==> src/rtl/pool_pkg.sv <==
// Shared definitions for the pooling stage: window geometry constants and the
// packed-window element index used by producers and consumers alike.
package pool_pkg;

    localparam int POOL_N        = 2;
    localparam int POOL_BIT_SIZE = 8;
    localparam int WIN_ELEMS     = POOL_N * POOL_N;
    localparam int WIN_WIDTH     = POOL_BIT_SIZE * WIN_ELEMS;

    // Element (r, c) of an n x n window sits at slot r*n+c of the packed word.
    function automatic int win_idx(input int r, input int c, input int n = POOL_N);
        return r * n + c;
    endfunction

endpackage

==> src/rtl/pool_line_buffer.sv <==
// One image row of pixels: single shared address, synchronous write,
// combinational read.
module pool_line_buffer #(
    parameter  int Depth = 28,
    parameter  int Width = 8,
    localparam int AddrW = $clog2(Depth)
) (
    input  logic             clk,
    input  logic             i_we,
    input  logic [AddrW-1:0] i_addr,
    input  logic [Width-1:0] i_wdata,
    output logic [Width-1:0] o_rdata
);

    logic [Width-1:0] r_mem [Depth];

    // NOTE: the storage array has no reset; every entry is rewritten before it is read.
    always_ff @(posedge clk) begin
        if (i_we) begin
            r_mem[i_addr] <= i_wdata;
        end
    end

    assign o_rdata = r_mem[i_addr];

endmodule

==> src/rtl/pool_window_gen.sv <==
// Assembles non-overlapping NxN windows (stride N) from a raster pixel stream
// and emits each as one packed word for the max-pooling stage.
module pool_window_gen
    import pool_pkg::*;
#(
    parameter int N           = POOL_N,
    parameter int BitSize     = POOL_BIT_SIZE,
    parameter int ImageWidth  = 28,
    parameter int ImageHeight = 28
) (
    input  logic                     clk,
    input  logic                     res_n,
    input  logic                     in_valid,
    input  logic [BitSize-1:0]       in_data,
    output logic                     out_valid,
    output logic [BitSize*N*N-1:0]   out_data,
    output logic                     out_last
);

    localparam int Bands = ImageHeight / N;
    localparam int CW    = $clog2(N);
    localparam int XW    = $clog2(ImageWidth);
    localparam int BW    = (Bands > 1) ? $clog2(Bands) : 1;

    if (N < 2 || N > 8) begin : g_bad_n
        $error("pool_window_gen: N must lie in 2..8");
    end
    if (ImageWidth % N != 0) begin : g_bad_width
        $error("pool_window_gen: ImageWidth must be a multiple of N");
    end
    if (ImageHeight % N != 0) begin : g_bad_height
        $error("pool_window_gen: ImageHeight must be a multiple of N");
    end

    logic [XW-1:0]              r_col_cnt;
    logic [CW-1:0]              r_col_in_win;
    logic [CW-1:0]              r_row_in_band;
    logic [BW-1:0]              r_band_cnt;
    logic [BitSize-1:0]         w_row_src [N];
    logic [BitSize-1:0]         r_stage   [N][N-1];
    logic [BitSize*N*N-1:0]     w_window;
    logic [BitSize*N*N-1:0]     r_out_data;
    logic                       r_out_valid;
    logic                       r_out_last;
    logic                       w_last_col;
    logic                       w_last_row;
    logic                       w_last_band;
    logic                       w_win_col_end;
    logic                       w_complete;
    logic                       w_frame_end;

    assign w_last_col    = (r_col_cnt == XW'(ImageWidth - 1));
    assign w_last_row    = (r_row_in_band == CW'(N - 1));
    assign w_last_band   = (r_band_cnt == BW'(Bands - 1));
    assign w_win_col_end = (r_col_in_win == CW'(N - 1));
    assign w_complete    = in_valid && w_last_row && w_win_col_end;
    assign w_frame_end   = w_last_band && w_last_row && w_last_col;

    // NOTE: sequential state uses non-blocking assignments so every register samples pre-edge values.
    always_ff @(posedge clk or negedge res_n) begin
        if (!res_n) begin
            r_col_cnt     <= '0;
            r_col_in_win  <= '0;
            r_row_in_band <= '0;
            r_band_cnt    <= '0;
        end else if (in_valid) begin
            r_col_in_win <= w_win_col_end ? '0 : r_col_in_win + 1'b1;
            if (w_last_col) begin
                r_col_cnt <= '0;
                if (w_last_row) begin
                    r_row_in_band <= '0;
                    r_band_cnt    <= w_last_band ? '0 : r_band_cnt + 1'b1;
                end else begin
                    r_row_in_band <= r_row_in_band + 1'b1;
                end
            end else begin
                r_col_cnt <= r_col_cnt + 1'b1;
            end
        end
    end

    // Rows 0..N-2 of a band live in line buffers; row N-1 streams straight from the input.
    for (genvar g = 0; g < N - 1; g++) begin : g_line
        logic w_we;
        assign w_we = in_valid && (r_row_in_band == CW'(g));

        pool_line_buffer #(
            .Depth (ImageWidth),
            .Width (BitSize)
        ) u_line_buffer (
            .clk     (clk),
            .i_we    (w_we),
            .i_addr  (r_col_cnt),
            .i_wdata (in_data),
            .o_rdata (w_row_src[g])
        );
    end
    assign w_row_src[N-1] = in_data;

    // During the last row of a band, the first N-1 columns of every window row are staged here.
    always_ff @(posedge clk) begin
        if (in_valid && w_last_row) begin
            for (int r = 0; r < N; r++) begin
                for (int c = 0; c < N - 1; c++) begin
                    if (r_col_in_win == CW'(c)) begin
                        r_stage[r][c] <= w_row_src[r];
                    end
                end
            end
        end
    end

    // NOTE: default assigned first so no path leaves w_window unassigned (no latch).
    always_comb begin
        w_window = '0;
        for (int r = 0; r < N; r++) begin
            for (int c = 0; c < N - 1; c++) begin
                w_window[win_idx(r, c, N)*BitSize +: BitSize] = r_stage[r][c];
            end
            w_window[win_idx(r, N - 1, N)*BitSize +: BitSize] = w_row_src[r];
        end
    end

    always_ff @(posedge clk or negedge res_n) begin
        if (!res_n) begin
            r_out_valid <= 1'b0;
            r_out_last  <= 1'b0;
            r_out_data  <= '0;
        end else begin
            r_out_valid <= w_complete;
            r_out_last  <= w_complete && w_frame_end;
            if (w_complete) begin
                r_out_data <= w_window;
            end
        end
    end

    assign out_valid = r_out_valid;
    assign out_last  = r_out_last;
    assign out_data  = r_out_data;

endmodule

==> config.mk <==
export PLATFORM = sky130hd
export DESIGN_NAME = pool_window_gen
export DESIGN_NICKNAME = d
export VERILOG_FILES = /design/src/rtl/pool_pkg.sv /design/src/rtl/pool_line_buffer.sv /design/src/rtl/pool_window_gen.sv
export SDC_FILE = /design/constraint.sdc
export NUM_CORES = 1
export LEC_CHECK = 0
export CORE_ASPECT_RATIO = 1.5
export CORE_MARGIN = 5
export CORE_UTILIZATION = 65
export DETAILED_ROUTE_END_ITERATION = 7
export MAX_ROUTING_LAYER = met4
export PLACE_DENSITY = 0.84
export SLEW_MARGIN = 10
export SYNTH_ARGS = -nofsm -noshare
export SYNTH_HDL_FRONTEND = slang
export SYNTH_SLANG_ARGS = --single-unit
==> constraint.sdc <==
create_clock -name clk -period 6.15 [get_ports clk]
set_clock_uncertainty 0.15 [all_clocks]
set_input_delay 1.5375 -clock clk [delete_from_list [all_inputs] [get_ports clk]]
set_output_delay 1.5375 -clock clk [all_outputs]
set_load 0.02 [all_outputs]
### Word-level counts from Yosys, hierarchy flattened

Memories as Yosys holds them, arrays and structs flattened. A register that Yosys moved wholly into a read port is not among the register bits.
Cells that the tools add are included.

* $add $sub $neg: 4
* eq/ne operators: 2
* muxes and demuxes: 9
* bitwise gates (word level): 1
* reductions and logical operators: 10

Operators with widths (number)
* 1-bit 2-to-1 mux: 7
* 1-bit logical AND: 6
* 5-bit by 1-bit adder with 5-bit output, second input constant: 1
* 5-bit == test, second input constant: 1
* 5-bit 2-to-1 mux: 1
* 4-bit by 1-bit adder with 4-bit output, second input constant: 1
* 4-bit == test, second input constant: 1
* 4-bit 2-to-1 mux: 1
* 3-bit AND reduction: 1
* 1-bit adder, second input constant: 2
* 1-bit logical NOT: 2
* 2-bit AND reduction: 1
* 1-bit inverter: 1

* register bits: 45
* memory bits (writable): 240
* input port bits: 11
* output and inout port bits: 34
* memories: 2

Memories
* g_line[0].u_line_buffer.r_mem: words 28, bits a word 8, read ports 1, clocked after Yosys merged registers in 0, wr ports 1, line pool_line_buffer.sv:15 `logic [Width-1:0] r_mem [Depth];`
* r_stage: words 2, bits a word 8, read ports 2, clocked after Yosys merged registers in 2, wr ports 2, line pool_window_gen.sv:40 `logic [BitSize-1:0] r_stage [N][N-1];`

### Longest topological paths before layout

Gate-level depths: netlist of the first run.

* depth in word-level cells: 4
* gate-level depth with buffers: 7

### Cells and area by module

A second synthesis of the first run with hierarchy kept.

* cells, all modules: 595
* area total of the unflattened synthesis: 11080.6 um^2

Modules (own cells, without submodules)
* pool_line_buffer: times used 1, cells each 454, area an instance 8799.7 um^2, seq. area each 6726.5 um^2
* pool_window_gen: times used 1, cells each 141, area an instance 2280.9 um^2, seq. area each 1606.5 um^2

### Least setup slack after synthesis of the first run

OpenSTA, ideal clock, no wires.

* path kind: input-to-reg
* start: input port in_valid
* end: memory g_line[0].u_line_buffer.r_mem[27][0] (enable)
* arrival time: 2.661 ns
* data required time: 5.630 ns
* slack: 2.968 ns
* stages on the path: 4
* path buffers: 1
* cells stage by stage: clkbuf_1 > nor2b_1 > nand2_1 > nor2_1

* longest elaborated chain between the ends: 3

RTL lines
* start: declaration: line pool_window_gen.sv:13 `input logic in_valid,`
* 1-bit logical AND: line pool_window_gen.sv:85 `assign w_we = in_valid && (r_row_in_band == CW'(g));`
* 1-bit 2-to-1 mux: line pool_line_buffer.sv:19 `if (i_we) begin`
* 1-bit 2-to-1 mux (implied by the code): line pool_line_buffer.sv:20 `r_mem[i_addr] <= i_wdata;`
* end: declaration: line pool_line_buffer.sv:15

No other way between the ends.

### Worst setup path in the final report of the first run

* start: input port in_valid
* end: memory g_line[0].u_line_buffer.r_mem[14][2] (enable)

The elaborated chain is that of the path after synthesis.

==> results of run 1 <==
==> synthesized netlist by cell type (2+ instances only) <==
library cell  number  area share (%)
a22o_1             9            0.71
nand4_1            3            0.17
nor2b_1            2            0.11
buf_4              2            0.13
mux4_1             8             1.9
o21ai_0            3            0.13
o22ai_1           25             1.4
edfxtp_1         240              65
buf_6              2            0.20
mux4_2            25             5.0
nand2_1           21            0.71
nor2_1            43             1.4
mux2i_1           46             4.1
inv_1              5            0.17
buf_2             16            0.72
or3_1              2            0.11
xor2_1             3            0.24
dfrtp_1           45              10
a41oi_2            7             1.0
mux2_2            25             2.5
nand4b_2           2            0.27
nand3_1            8            0.36
ha_1               5            0.56
or4_1              2            0.13
xnor2_1            2            0.16
mux2_1             2            0.20
nand4bb_1          2            0.20
nor3_1             8            0.36
a21oi_2            7            0.55
clkbuf_1           7            0.24
==> power groups by stage <==
stage / Combinational, uW / Sequential (uW) / Clock, uW
4_1_cts: 1610 / 2560 / 1540
3_5_place_dp: 1590 / 2590 / 0
3_3_place_gp: 1540 / 2580 / 0
6_report: 1610 / 2560 / 1520
5_1_grt: 1710 / 2590 / 1630
2_1_floorplan: 1050 / 2590 / 0
==> path summary, 6_finish.rpt <==
path	startpoint	endpoint	slack (ns)	cells past startpoint
min	r_stage[1][3]	out_data[19]	0.33	1
max in group asynchronous	res_n	r_col_cnt[1]	4.04	1
max reg2reg	r_col_cnt[1]	r_stage[0][6]	3.00	5
min reg2reg	r_stage[1][3]	out_data[19]	0.33	1
min in group asynchronous	res_n	out_data[28]	1.05	1
max	in_valid	g_line[0].u_line_buffer.r_mem[14][2]	2.55	4
==> sequential cells by signal (all words and copies together), names as in the netlist <==
register / count
out_data: 32
r_col_cnt: 5
r_stage: 16
g_line.u_line_buffer.r_mem: 224
r_row_in_band: 1
out_last: 1
out_valid: 1
r_col_in_win: 1
r_band_cnt: 4
==> metal layers <==
layer	GRT usage [%]	up-vias	wire length, um
met3	3.74	70	1750
li1	-	2457	-
met1	31.0	2905	8410
met4	11.7	0	1170
met5	-	-	0
met2	42.9	315	12600
==> logic make-up (layout without fill, tap and decap cells) <==
group	count (synthesis)	count (layout)
AND/OR/NAND/NOR	103	103
adder cells (fa/ha/maj)	5	5
AO/OA/AOI/OAI	55	55
flip-flops	285	285
multiplexers	106	106
buffers and inverters	34	105
XOR/XNOR	5	5
==> cell type report <==
cell class	instances	area [sq um]	area share [%]
Clock buffer	33	666	5.30
Clock inverter	11	125	0.996
Inverter	5	18.8	0.149
Multi-Input combinational cell	274	2630	20.9
Sequential cell	285	8340	66.3
Tap cell	210	263	2.09
Timing Repair Buffer	56	526	4.18
==> critical path, delay by kind of cell <==
family | cells | cell delay [ns]
simple gates | 3 | 1.37
buf+inv | 1 | 0.68
==> metrics by stage <==
step	total power [uW]	setup slack (ns)	instance area (sq um)	hold slack (ns)	instances
floorplan	3640	2.97	11200	0.304	593
global placement	4120	2.18	11800	0.307	830
finish	5690	2.55	12600	0.329	874
CTS	5710	2.55	12600	0.328	874
global route	5920	2.42	12600	0.343	874
detailed placement	4180	2.04	11800	0.314	830
==> results.txt, run 1 <==
Status: completed
Most used DFF post-synth: edfxtp_1
Seq cells post-synth: 285
Filler cells: 903
Clock network latency to the later pin of the worst-skew pair: 0.52 ns
Post-CTS Setup Bufs: 0
Synth Net Count: 609
Final #Nets: 662
Total global-route track usage: 25.7%
Post-Route Utilization: 74.7%
Synth warn: 0
Clk root buf: clkbuf_16
CTS tree: yes
Unrepaired setup endpoints after global routing: no
Simple-gate share of the synthesized area: 4.80%
Tmin final: 3.60 ns
Setup_tns: 0 ns
Via density per instance: 6.58
Mapped Area: 11200 sq um
Most frequent cells in the layout: 240 x edfxtp_1, 46 x mux2i_1, 43 x nor2_1, 43 x clkdlybuf4s50_1, 43 x dfrtp_1
Hold crit path type: reg -> reg
Worst Path Arrival: 3.60 ns
Worst Path Max Fanout: 11
Flop pwr share: 44.9%
Worst Setup Path Type: in -> reg
CORE AREA: 16800 sq um
PortBufs: 44
CTS Buf Count: 24
Via Count: 5747
Commonest non-fill, non-tap cell in the layout: edfxtp_1
Worst slew pin tran: 1.04 ns
Logic gate share of total power: 28.4%
Die ar.: 19900 sq um
Global-route wire length before repair: 36100 um
CTS Hold Bufs: 0
P_sw: 1730 uW
Final-report hold violation count: 0
Cells after synthesis: 593
CP required: 6.15 ns
Netlist cell types: 46
Cell row count: 58
Worst-path clk slew: 0.07 ns
CP max-delay cell: clkdlybuf4s50_1
DR iter-0 viols: 602
Final number of setup-violating endpoints: 0
Async SR Flop Fraction: 15.8%
Detail Route Antenna Nets: 0
P_int: 3970 uW
Synth Area in Compound Gates: 4.05%
Htree depth: 1
Largest net degree at the start of global routing: 62
Switching share of power: 30.3%
Hpwl dp: 14700 um
Synthesis-to-finish area growth: 12.7%
CTS Sinks: 285
Clock network fraction of total power: 26.7%
Inserted Diodes: 0
Antenna violations before repair: 0
Area share of fa/ha/maj cells after synthesis: 0.561%
Main combinational cell family by area after synthesis: multiplexers
Die Width: 117 um
CP max stage delay: 0.68 ns
Slew HR: 31.0%
GRT Residual Overflow: 0
Layout cells sized above 1: 18.2%
Max Slew Vio Count: 0
Ports: 45
Critical Path, Cell by Cell: clkdlybuf4s50_1 -> nor2b_1 -> nand2_1 -> nor2_1
EDFF count, synth: 240
Pwr dens: 453 nW/um^2
Leakage: 0.00425 uW
Drt total wl: 23900 um
Fin crit share: 58.6%
Clock tree buffer depth: 3
Maximum operating frequency: 278 MHz
DRC viols: 0
Startpoint Class: primary input
Sequential area share after synthesis: 74.7%
Post-Synth XOR/XNOR Area: 0.393%
Crit. End Element: flip-flop
Cts repair resizes: 0
Die span in y: 170 um
Initial core utilization: 66.2%
Drt wl/cell: 27.3 um
Worst VDD drop: 0.388 mV
Max-cap violations: 0
Number of global-route vias before repair: 5941
Routability cong.: 0.957
Post-Syn Area per Cell: 18.8 sq um
DR pass1 iterations: 5
Mux cell area share after synthesis: 13.8%
Power figures use the tool's default switching activity.
==> run 2: changes to the inputs <==
--- a/config.mk
+++ b/config.mk
@@ -7,10 +7,10 @@
 export LEC_CHECK = 0
 export CORE_ASPECT_RATIO = 1.5
 export CORE_MARGIN = 5
-export CORE_UTILIZATION = 65
+export CORE_UTILIZATION = 54
 export DETAILED_ROUTE_END_ITERATION = 7
 export MAX_ROUTING_LAYER = met4
-export PLACE_DENSITY = 0.84
+export PLACE_DENSITY = 0.75
 export SLEW_MARGIN = 10
 export SYNTH_ARGS = -nofsm -noshare
 export SYNTH_HDL_FRONTEND = slang
==> constraint.sdc (replaced) <==
create_clock -name clk -period 3.3 [get_ports clk]
set_clock_uncertainty 0.15 [all_clocks]
set_input_delay 0.825 -clock clk [delete_from_list [all_inputs] [get_ports clk]]
set_output_delay 0.825 -clock clk [all_outputs]
set_load 0.02 [all_outputs]
==> results.txt, run 2 (synthesized netlist as in run 1, its figures left out) <==
Clock network fraction of total power: 24.4% (was 26.7%)
Total global-route track usage: 21.0% (was 25.7%)
Via Count: 5727 (was 5747)
Switching share of power: 30.6% (was 30.3%)
Die ar.: 23700 sq um (was 19900 sq um)
Fin crit share: 87.6%
Capturing point of the worst reg2reg path: r_stage[0][5] (was r_stage[0][6])
Clock network latency to the later pin of the worst-skew pair: 0.51 ns (was 0.52 ns)
Crit. End Element: flip-flop (unchanged)
Worst-path clk slew: 0.06 ns (was 0.07 ns)
Post-CTS Setup Bufs: 0 (unchanged)
CTS Buf Count: 23 (was 24)
Final-report hold violation count: 0 (unchanged)
Most frequent cells in the layout: 240 x edfxtp_1, 52 x buf_4, 46 x mux2i_1 (was 240 x edfxtp_1, 46 x mux2i_1, 43 x nor2_1, 43 x clkdlybuf4s50_1, 43 x dfrtp_1)
Layout cells sized above 1: 22.6% (was 18.2%)
CTS Sinks: 285 (unchanged)
Final number of setup-violating endpoints: 0 (unchanged)
Status: completed (unchanged)
GRT Residual Overflow: 0 (unchanged)
CP max stage delay: 1.00 ns (was 0.68 ns)
Clk root buf: clkbuf_16 (unchanged)
Drt total wl: 23500 um (was 23900 um)
Setup_tns: 0 ns (unchanged)
CP required: 3.38 ns (was 6.15 ns)
PortBufs: 44 (unchanged)
Worst VDD drop: 0.429 mV (was 0.388 mV)
Antenna violations before repair: 0 (unchanged)
Die Width: 127 um (was 117 um)
Number of global-route vias before repair: 6060 (was 5941)
Cell row count: 64 (was 58)
Initial core utilization: 54.8% (was 66.2%)
Worst Path Arrival: 2.97 ns (was 3.60 ns)
Commonest non-fill, non-tap cell in the layout: edfxtp_1 (unchanged)
CTS tree: yes (unchanged)
P_int: 7210 uW (was 3970 uW)
Max Slew Vio Count: 0 (unchanged)
Logic gate share of total power: 29.6% (was 28.4%)
Largest net degree at the start of global routing: 36 (was 62)
CORE AREA: 20300 sq um (was 16800 sq um)
Drt wl/cell: 24.3 um (was 27.3 um)
Via density per instance: 5.92 (was 6.58)
Global-route wire length before repair: 35900 um (was 36100 um)
Ports: 45 (unchanged)
Slew HR: 34.8% (was 31.0%)
Tmin final: 2.89 ns
Detail Route Antenna Nets: 0 (unchanged)
Hold crit path type: in -> async (was reg -> reg)
Synthesis-to-finish area growth: 15.4% (was 12.7%)
Hpwl dp: 16100 um (was 14700 um)
Unrepaired setup endpoints after global routing: no (unchanged)
Final Non-Filler Cells: 967 (was 874)
CP max-delay cell: dfrtp_2 (was clkdlybuf4s50_1)
Clock tree buffer depth: 3 (unchanged)
Max-cap violations: 0 (unchanged)
Routability cong.: 0.879 (was 0.957)
Startpoint Class: flip-flop (was primary input)
Worst Setup Path Type: reg -> reg (was in -> reg)
Max FFs per register: 224 (unchanged)
Leakage: 0.00443 uW (was 0.00425 uW)
Cts repair resizes: 0 (unchanged)
Worst Path Max Fanout: 35 (was 11)
DRC viols: 0 (unchanged)
Htree depth: 1 (unchanged)
CTS Hold Bufs: 0 (unchanged)
DR iter-0 viols: 534 (was 602)
Reg-to-reg critical path startpoint: r_col_cnt[0] (was r_col_cnt[1])
Worst slew pin tran: 0.977 ns (was 1.04 ns)
Filler cells: 1377 (was 903)
Pwr dens: 807 nW/um^2 (was 453 nW/um^2)
Flop pwr share: 46.0% (was 44.9%)
Placed cell count: 926 (was 830)
Critical Path, Cell by Cell: nand4bb_1 -> o22ai_1 -> nor3_1 -> nand3_1 (was clkdlybuf4s50_1 -> nor2b_1 -> nand2_1 -> nor2_1)
Final #Nets: 703 (was 662)
DR pass1 iterations: 8 (was 5)
Inserted Diodes: 0 (unchanged)
Top reg by flops: g_line.u_line_buffer.r_mem (unchanged)
P_sw: 3180 uW (was 1730 uW)
R2R Setup Slk: 0.41 ns (was 3.00 ns)
Maximum operating frequency: 346 MHz
Worst reg2reg path depth: 4 (was 5)
Die span in y: 186 um (was 170 um)
## run 2: cell count changes in the layout (fill, tap and decap cells not counted)
| cell | delta |
|---|---|
| clkinvlp_4 | +1 |
| bufinv_16 | -2 |
| buf_4 | +40 |
| buf_12 | +2 |
| clkinv_2 | -1 |
| clkinv_1 | +1 |
| clkbuf_16 | -2 |
## run 2: worst max path at each step
stage	from	end	slack, ns	depth (start not counted)
6_report	r_col_cnt[0]	r_stage[0][5]	0.41	4
2_1_floorplan	in_valid	g_line[0].u_line_buffer.r_mem[27][0]	0.83	4
3_5_place_dp	in_valid	g_line[0].u_line_buffer.r_mem[0][0]	0.40	5
3_3_place_gp	in_valid	g_line[0].u_line_buffer.r_mem[10][7]	0.42	5
4_1_cts	r_col_cnt[0]	r_stage[0][5]	0.45	4
5_1_grt	r_col_cnt[0]	r_stage[0][5]	0.29	4
## run 2: area by class of cell
class / instances / area (sq um) / share of cell area (%)
well taps: 264 / 330 / 2.57
multi-input cells: 274 / 2630 / 20.5
flip-flops and latches: 285 / 8340 / 64.8
clock inverters: 10 / 71.3 / 0.554
repair buffers: 98 / 866 / 6.73
clock buffers: 31 / 616 / 4.78
inverters: 5 / 18.8 / 0.146
## run 2: power groups by stage
stage | Combinational (uW) | Sequential (uW) | Clock [uW]
after floorplan | 1960 | 4830 | 0
after global placement | 3000 | 4820 | 0
after detailed placement | 3070 | 4860 | 0
after CTS | 3100 | 4790 | 2570
after global routing | 3260 | 4850 | 2730
final | 3070 | 4780 | 2530
## run 2: routing by layer
layer | track usage [%] | vias to the layer above | wire [um] | part of all wire, %
met3 | 2.44 | 43 | 1120 | 4.8
met2 | 37.8 | 195 | 12800 | 55
li1 | - | 2547 | - | -
met5 | - | - | 0 | 0
met4 | 7.43 | 0 | 796 | 3.4
met1 | 24.3 | 2942 | 8770 | 37
## run 2: worst max-delay path: cells and delay by family (launching register included)
kind	cells	cell delay, ns
flip-flops	1	1.00
AO/OA/AOI/OAI	1	0.18
AND/OR/NAND/NOR	3	1.25
## run 2: per-stage QoR
stage,worst slack (ns),util (%),instance area (sq um),power (uW),hold slack [ns]
2_1_floorplan,0.831,-,11200,6790,0.304
3_3_place_gp,0.418,59.9,12200,7830,0.307
3_5_place_dp,0.399,59.9,12200,7930,0.316
4_1_cts,0.452,63.3,12900,10500,0.241
5_1_grt,0.290,63.3,12900,10800,0.292
6_report,0.409,63.3,12900,10400,0.233
==> run 3: changes to the inputs <==
--- a/config.mk
+++ b/config.mk
@@ -5,6 +5,7 @@
 export SDC_FILE = /design/constraint.sdc
 export NUM_CORES = 1
 export LEC_CHECK = 0
+export CAP_MARGIN = 20
 export CORE_ASPECT_RATIO = 1.5
 export CORE_MARGIN = 5
 export CORE_UTILIZATION = 54
==> results of run 3 <==
No change in the layout: final DEF, timing and power equal those of run 2.
